`src/rtl/serial_mag_comparator.sv`:
```
// Multi-cycle MSB-first magnitude comparator, DIGIT bits per clock, unsigned or two's-complement.
// Latency 1..NUM cycles after start (early exit on first differing digit); start is ignored while busy.
module serial_mag_comparator #(
    parameter int WIDTH = 16,
    parameter int DIGIT = 4
) (
    input  logic             clk,
    input  logic             rst,
    input  logic             start,
    input  logic             signed_mode,
    input  logic [WIDTH-1:0] a,
    input  logic [WIDTH-1:0] b,
    output logic             busy,
    output logic             done,
    output logic             eq,
    output logic             gt,
    output logic             lt
);

    localparam int NUM = WIDTH / DIGIT;
    localparam int CW  = (NUM > 1) ? $clog2(NUM) : 1;
    localparam logic [CW-1:0] LAST = CW'(NUM - 1);

    typedef enum logic {IDLE, CMP} state_t;

    state_t           state, state_nxt;
    logic [CW-1:0]    cnt, cnt_nxt;
    logic [WIDTH-1:0] a_q, b_q, a_nxt, b_nxt, msb_flip;
    logic [DIGIT-1:0] a_dig, b_dig;
    logic             busy_nxt, done_nxt, eq_nxt, gt_nxt, lt_nxt;

    // Flipping the sign bit of both operands maps two's-complement order onto unsigned order.
    assign msb_flip = signed_mode ? (WIDTH'(1) << (WIDTH - 1)) : '0;

    // Operands shift left each step so the digit under test always sits at the top.
    assign a_dig = a_q[WIDTH-1 -: DIGIT];
    assign b_dig = b_q[WIDTH-1 -: DIGIT];

    always_ff @(posedge clk or posedge rst) begin
        if (rst) begin
            state <= IDLE;
            cnt   <= '0;
            a_q   <= '0;
            b_q   <= '0;
            busy  <= 1'b0;
            done  <= 1'b0;
            eq    <= 1'b0;
            gt    <= 1'b0;
            lt    <= 1'b0;
        end else begin
            state <= state_nxt;
            cnt   <= cnt_nxt;
            a_q   <= a_nxt;
            b_q   <= b_nxt;
            busy  <= busy_nxt;
            done  <= done_nxt;
            eq    <= eq_nxt;
            gt    <= gt_nxt;
            lt    <= lt_nxt;
        end
    end

    always_comb begin
        state_nxt = state;
        cnt_nxt   = cnt;
        a_nxt     = a_q;
        b_nxt     = b_q;
        busy_nxt  = 1'b0;
        done_nxt  = 1'b0;
        eq_nxt    = eq;
        gt_nxt    = gt;
        lt_nxt    = lt;
        case (state)
            IDLE: begin
                if (start) begin
                    a_nxt     = a ^ msb_flip;
                    b_nxt     = b ^ msb_flip;
                    cnt_nxt   = '0;
                    busy_nxt  = 1'b1;
                    state_nxt = CMP;
                end
            end
            CMP: begin
                if (a_dig != b_dig) begin
                    eq_nxt    = 1'b0;
                    gt_nxt    = (a_dig > b_dig);
                    lt_nxt    = (a_dig < b_dig);
                    done_nxt  = 1'b1;
                    state_nxt = IDLE;
                end else if (cnt == LAST) begin
                    eq_nxt    = 1'b1;
                    gt_nxt    = 1'b0;
                    lt_nxt    = 1'b0;
                    done_nxt  = 1'b1;
                    state_nxt = IDLE;
                end else begin
                    cnt_nxt  = cnt + CW'(1);
                    a_nxt    = a_q << DIGIT;
                    b_nxt    = b_q << DIGIT;
                    busy_nxt = 1'b1;
                end
            end
            default: state_nxt = IDLE;
        endcase
    end

    a_result_onehot: assert property (@(posedge clk) disable iff (rst) $onehot0({eq, gt, lt}));
    a_done_not_busy: assert property (@(posedge clk) disable iff (rst) done |-> !busy);

endmodule

```
`config.mk`:
```
export PLATFORM = sky130hd
export DESIGN_NAME = serial_mag_comparator
export DESIGN_NICKNAME = d
export VERILOG_FILES = /design/src/rtl/serial_mag_comparator.sv
export SDC_FILE = /design/constraint.sdc
export NUM_CORES = 1
export LEC_CHECK = 0
export ABC_AREA = 1
export CAP_MARGIN = 20
export CORE_ASPECT_RATIO = 1.4
export CORE_MARGIN = 10
export CORE_UTILIZATION = 55
export DETAILED_ROUTE_END_ITERATION = 10
export GPL_TIMING_DRIVEN = 0
export PLACE_DENSITY = 0.85
export SETUP_SLACK_MARGIN = 0.2
export SLEW_MARGIN = 20
export SYNTH_ARGS = -nofsm -noshare
export SYNTH_HDL_FRONTEND = slang
export SYNTH_SLANG_ARGS = --single-unit
```
`constraint.sdc`:
```
create_clock -name clk -period 3.3 [get_ports clk]
set_input_delay 0.495 -clock clk [delete_from_list [all_inputs] [get_ports clk]]
set_output_delay 0.495 -clock clk [all_outputs]
set_load 0.05 [all_outputs]
```
Word-level counts from Yosys, hierarchy flattened
Cells that the tools add are included.

Input bits: 36. Word-level logic and storage cells: 47. Output and inout port bits: 5. Register bits: 39.

Bitwise gates (word level): 3. Equality and inequality tests: 5. Mux-type cells: 25. Reduce and logical (&&, ||, !) cells: 3. Add/sub/neg operators: 1. Order comparisons: 2.

Operator list (number): two-way mux 16 bit (7); one-hot mux 16 bit (2 select lines) (2); XOR 16 bit (2); two-way mux 1 bit (11); two-way mux 2 bit (3); != test 2 bit, second input constant (3); > comparator 4 bit (1); less-than comparator 4 bit (1); != test 4 bit (1); one-hot mux 2 bit (2 select lines) (1); AND reduction 3 bit (1); adder 2 x 1 -> 2 bit, second input constant (1); == test 2 bit, second input constant (1); one-hot mux 1 bit (2 select lines) (1); AND reduction 2 bit (1); nonzero test 2 bit (1); NOT 1 bit (1).

Longest topological paths before layout
Depth after elaboration: 4. Depth in mapped cells: 9. Mapped depth without buffers: 9.

Worst setup path after synthesis
Ideal clock, no wire load.

Path kind: register to register. From: reg state. To: reg a_q[12]. Slack: 1841 ps. Path buffers: 2. Required time: 3184 ps. Data arrival time: 1342 ps. Stages on the path, launching flop included: 8. Period minus slack after synthesis: 1459 ps. Library setup time: 116 ps. Path through: dfrtp_1 buf_6 inv_6 nor2_8 nand2_4 buf_4 nand3_1 nand2_1.

Word-level cells in the longest chain between the ends: 3. Elaborated cells on any way between the ends: 6. Those cells by class: eq/ne: 3; mux: 1; bitwise: 1; reduce/logical: 1.

RTL lines: start: declaration (line 26) `state_t state, state_nxt;`; start signal: assignment (line 51) `state <= state_nxt;`; NOT 1 bit; != test 2 bit (no source line); AND reduction 3 bit (no source line); end signal: assignment (line 53) `a_q <= a_nxt;`; end: declaration (line 28) `logic [WIDTH-1:0] a_q, b_q, a_nxt, b_nxt, msb_flip;`.

Several ways; a longest one is shown, not always the timed one. A chain may end at the register's enable or synchronous reset.

Worst setup path after layout
From: reg eq. To: out eq.

RTL lines: start: declaration (line 15) `output logic eq,`; start signal: assignment (line 57) `eq <= eq_nxt;`.

No word-level cell between the ends.

==> impl_metrics.py <==
metrics = {
    "outcome": {
        "status": "finished clean",
    },
    "clock_network": {
        "path_clk_slew_ps": 70,
        "tritoncts": "built",
        "cts_root_buf": "clkbuf_8",
        "cts_resized": 0,
        "clock_latency_ps": 290,
        "cts_max_path_buffers": 2,
        "numCtsBuffers": 5,
        "cts_sinks": 39,
        "cts_max_level": 2,
        "cts_setup_buffers": 0,
        "cts_hold_buf": 0,
    },
    "finish": {
        "syn_to_final_growth_pct": 28.7,
        "final_nets": 362,
        "final_common_cell": "nand2_1",
        "fin_util_pct": 73.5,
        "drive_gt1_share_pct": 11.8,
        "antenna_cells": 0,
        "mostFrequentLayoutCells": "nand2_1 (143), nand3_1 (40), clkdlybuf4s50_1 (40), dfrtp_1 (39), inv_1 (11)",
    },
    "worst_setup_path": {
        "crit_path_cell_trace": "clkdlybuf4s50_1",
        "regToRegSetupSlack_ps": 1720,
        "crit_slowest_cell": "clkdlybuf4s50_1",
        "cp_top_family": "buffers and inverters",
        "critPathArrivalTime_ps": 1470,
        "reg2reg_depth": 8,
        "crit_fanout": 2,
        "r2r_end": "b_q[12]",
        "required_ps": 2800,
        "rr_startpoint": "b_q[14]",
        "critPathLaunchType": "flop",
        "crit_type": "reg2out",
        "slowest_delay_ps": 810,
        "critPathCaptureType": "output pin",
        "crit_buf_inv": 1,
    },
    "power": {
        "p_per_area_mw_per_mm2": 855,
        "leakage_nw": 1.46,
        "ir_drop_v": 0.000539,
        "finalPower_mw": 2.29,
    },
    "timing": {
        "relSlewSlack_pct": 66.4,
        "period_share_pct": 59.7,
        "final.setup.worst_slack_ps": 1330,
        "rsz0062_at_grt": "false",
        "maxSlewViolCount": 0,
        "worst-slew-pin-transition_ps": 502,
        "finalSetupViolCount": 0,
        "post-route-min-period_ps": 1970,
        "clock_skew_ps": 2.71,
        "fin_tns_setup_ps": 0,
        "hold_viol": 0,
        "whs_ps": 500,
        "max_freq_mhz": 508,
    },
    "floorplanning": {
        "core-area_sq_mm": 0.00364,
        "die-height_um": 92.8,
        "io_pins": 41,
        "initial_core_util_pct": 57.1,
        "die_area_sq_mm": 0.00668,
        "rows": 26,
        "die_x_um": 72.0,
    },
    "detailed_routing": {
        "routed_wl_mm": 4.84,
        "drc": 0,
        "drtPass1Iterations": 4,
        "avgRoutedWirePerCell_um": 13.3,
        "vias": 1863,
        "antenna_left": 0,
        "drt-initial-drc-count": 101,
        "vias_per_cell": 5.12,
    },
    "synth": {
        "ys_ff_latch": 39,
        "syn_inst": 273,
        "synth.net_count": 314,
        "syn_area_per_cell_sq_um": 7.62,
        "netlist_area_sq_mm": 0.00208,
        "ys_warn_count": 0,
        "ys_seq_area_share_pct": 46.9,
        "yosysUniqueCellTypes": 18,
    },
    "global_routing": {
        "antenna_found_initial": 0,
        "grt_pass1_vias": 1920,
        "grt_usage_pct": 15.7,
        "grt_start_max_net_pins": 25,
        "grt_pass1_wl_mm": 8.60,
        "overflow": 0,
    },
    "placed_design": {
        "dpl.hpwl_mm": 3.63,
        "place_ws_ps": 1640,
        "gp_congestion": 0.795,
        "portBuffers": 40,
    },
    "min_path": {
        "holdCritPathClass": "in2async",
    },
    "job": {
        "maxCapViolations": 0,
    },
}
## cell families after synthesis
family	Yosys count	share of synthesized area (%)
compound gates	3	0.721
simple gates	200	42.2
buf+inv	26	7.16
flops	39	46.9
fa+ha+maj	5	3.01
## per-layer routing
layer / vias up / routed length (um) / track usage (%) / share of wire, %
met3: 9 / 239 / 5.02 / 4.9
li1: 946 / - / - / -
met4: 0 / 121 / 7.12 / 2.5
met5: - / 0 / 0 / 0
met1: 870 / 1870 / 16.1 / 39
met2: 38 / 2610 / 28.1 / 54
## worst max-delay path by stage
stage                from  endpoint  slack, ps  cells past startpoint
global placement      rst   b_q[15]       1070                      2
detailed placement     eq        eq       1640                      1
floorplan           state   a_q[12]       1840                      7
CTS                    eq        eq       1320                      1
finish                 eq        eq       1330                      1
global route           eq        eq       1290                      1
## registers in the layout, summed over array words and instances, names as in the netlist
name,flops
eq,1
done,1
b_q,16
state,1
cnt,2
gt,1
a_q,16
lt,1
## cell usage after synthesis
| library cell | n | area, sq um |
|---|---|---|
| buf_4 | 3 | 22.5 |
| buf_2 | 7 | 35.0 |
| nand2_2 | 9 | 56.3 |
| nand2_4 | 2 | 22.5 |
| o21ai_0 | 1 | 5.00 |
| inv_1 | 12 | 45.0 |
| ha_1 | 5 | 62.6 |
| nand2_8 | 1 | 20.0 |
| buf_8 | 1 | 15.0 |
| nand2_1 | 143 | 537 |
| nor2_4 | 1 | 11.3 |
| nor2_1 | 3 | 11.3 |
| a21oi_1 | 2 | 10.0 |
| inv_6 | 1 | 8.76 |
| buf_6 | 2 | 22.5 |
| nor2_8 | 1 | 20.0 |
| dfrtp_1 | 39 | 976 |
| nand3_1 | 40 | 200 |
## power breakdown
part / total (mW) / internal, mW / switching (mW)
sequential: 0.807 / 0.694 / 0.113
clock: 0.407 / 0.244 / 0.163
combinational: 1.08 / 0.407 / 0.670
total: 2.29 / 1.34 / 0.946
## through the flow
stage / cells / cell area, sq um
floorplan: 273 / 2080
global placement: 355 / 2530
detailed placement: 356 / 2560
CTS: 364 / 2680
global route: 364 / 2680
finish: 364 / 2680
## layout make-up
cell class | instances | area, sq um
Inverter | 13 | 53.8
Sequential cell | 39 | 976
Buffer | 13 | 95.1
Clock inverter | 2 | 35.0
Multi-Input combinational cell | 208 | 956
Tap cell | 42 | 52.6
Timing Repair Buffer | 41 | 428
Fill cell | 281 | 965
Clock buffer | 6 | 82.6
Note: power is estimated with default switching activity, not from simulation.
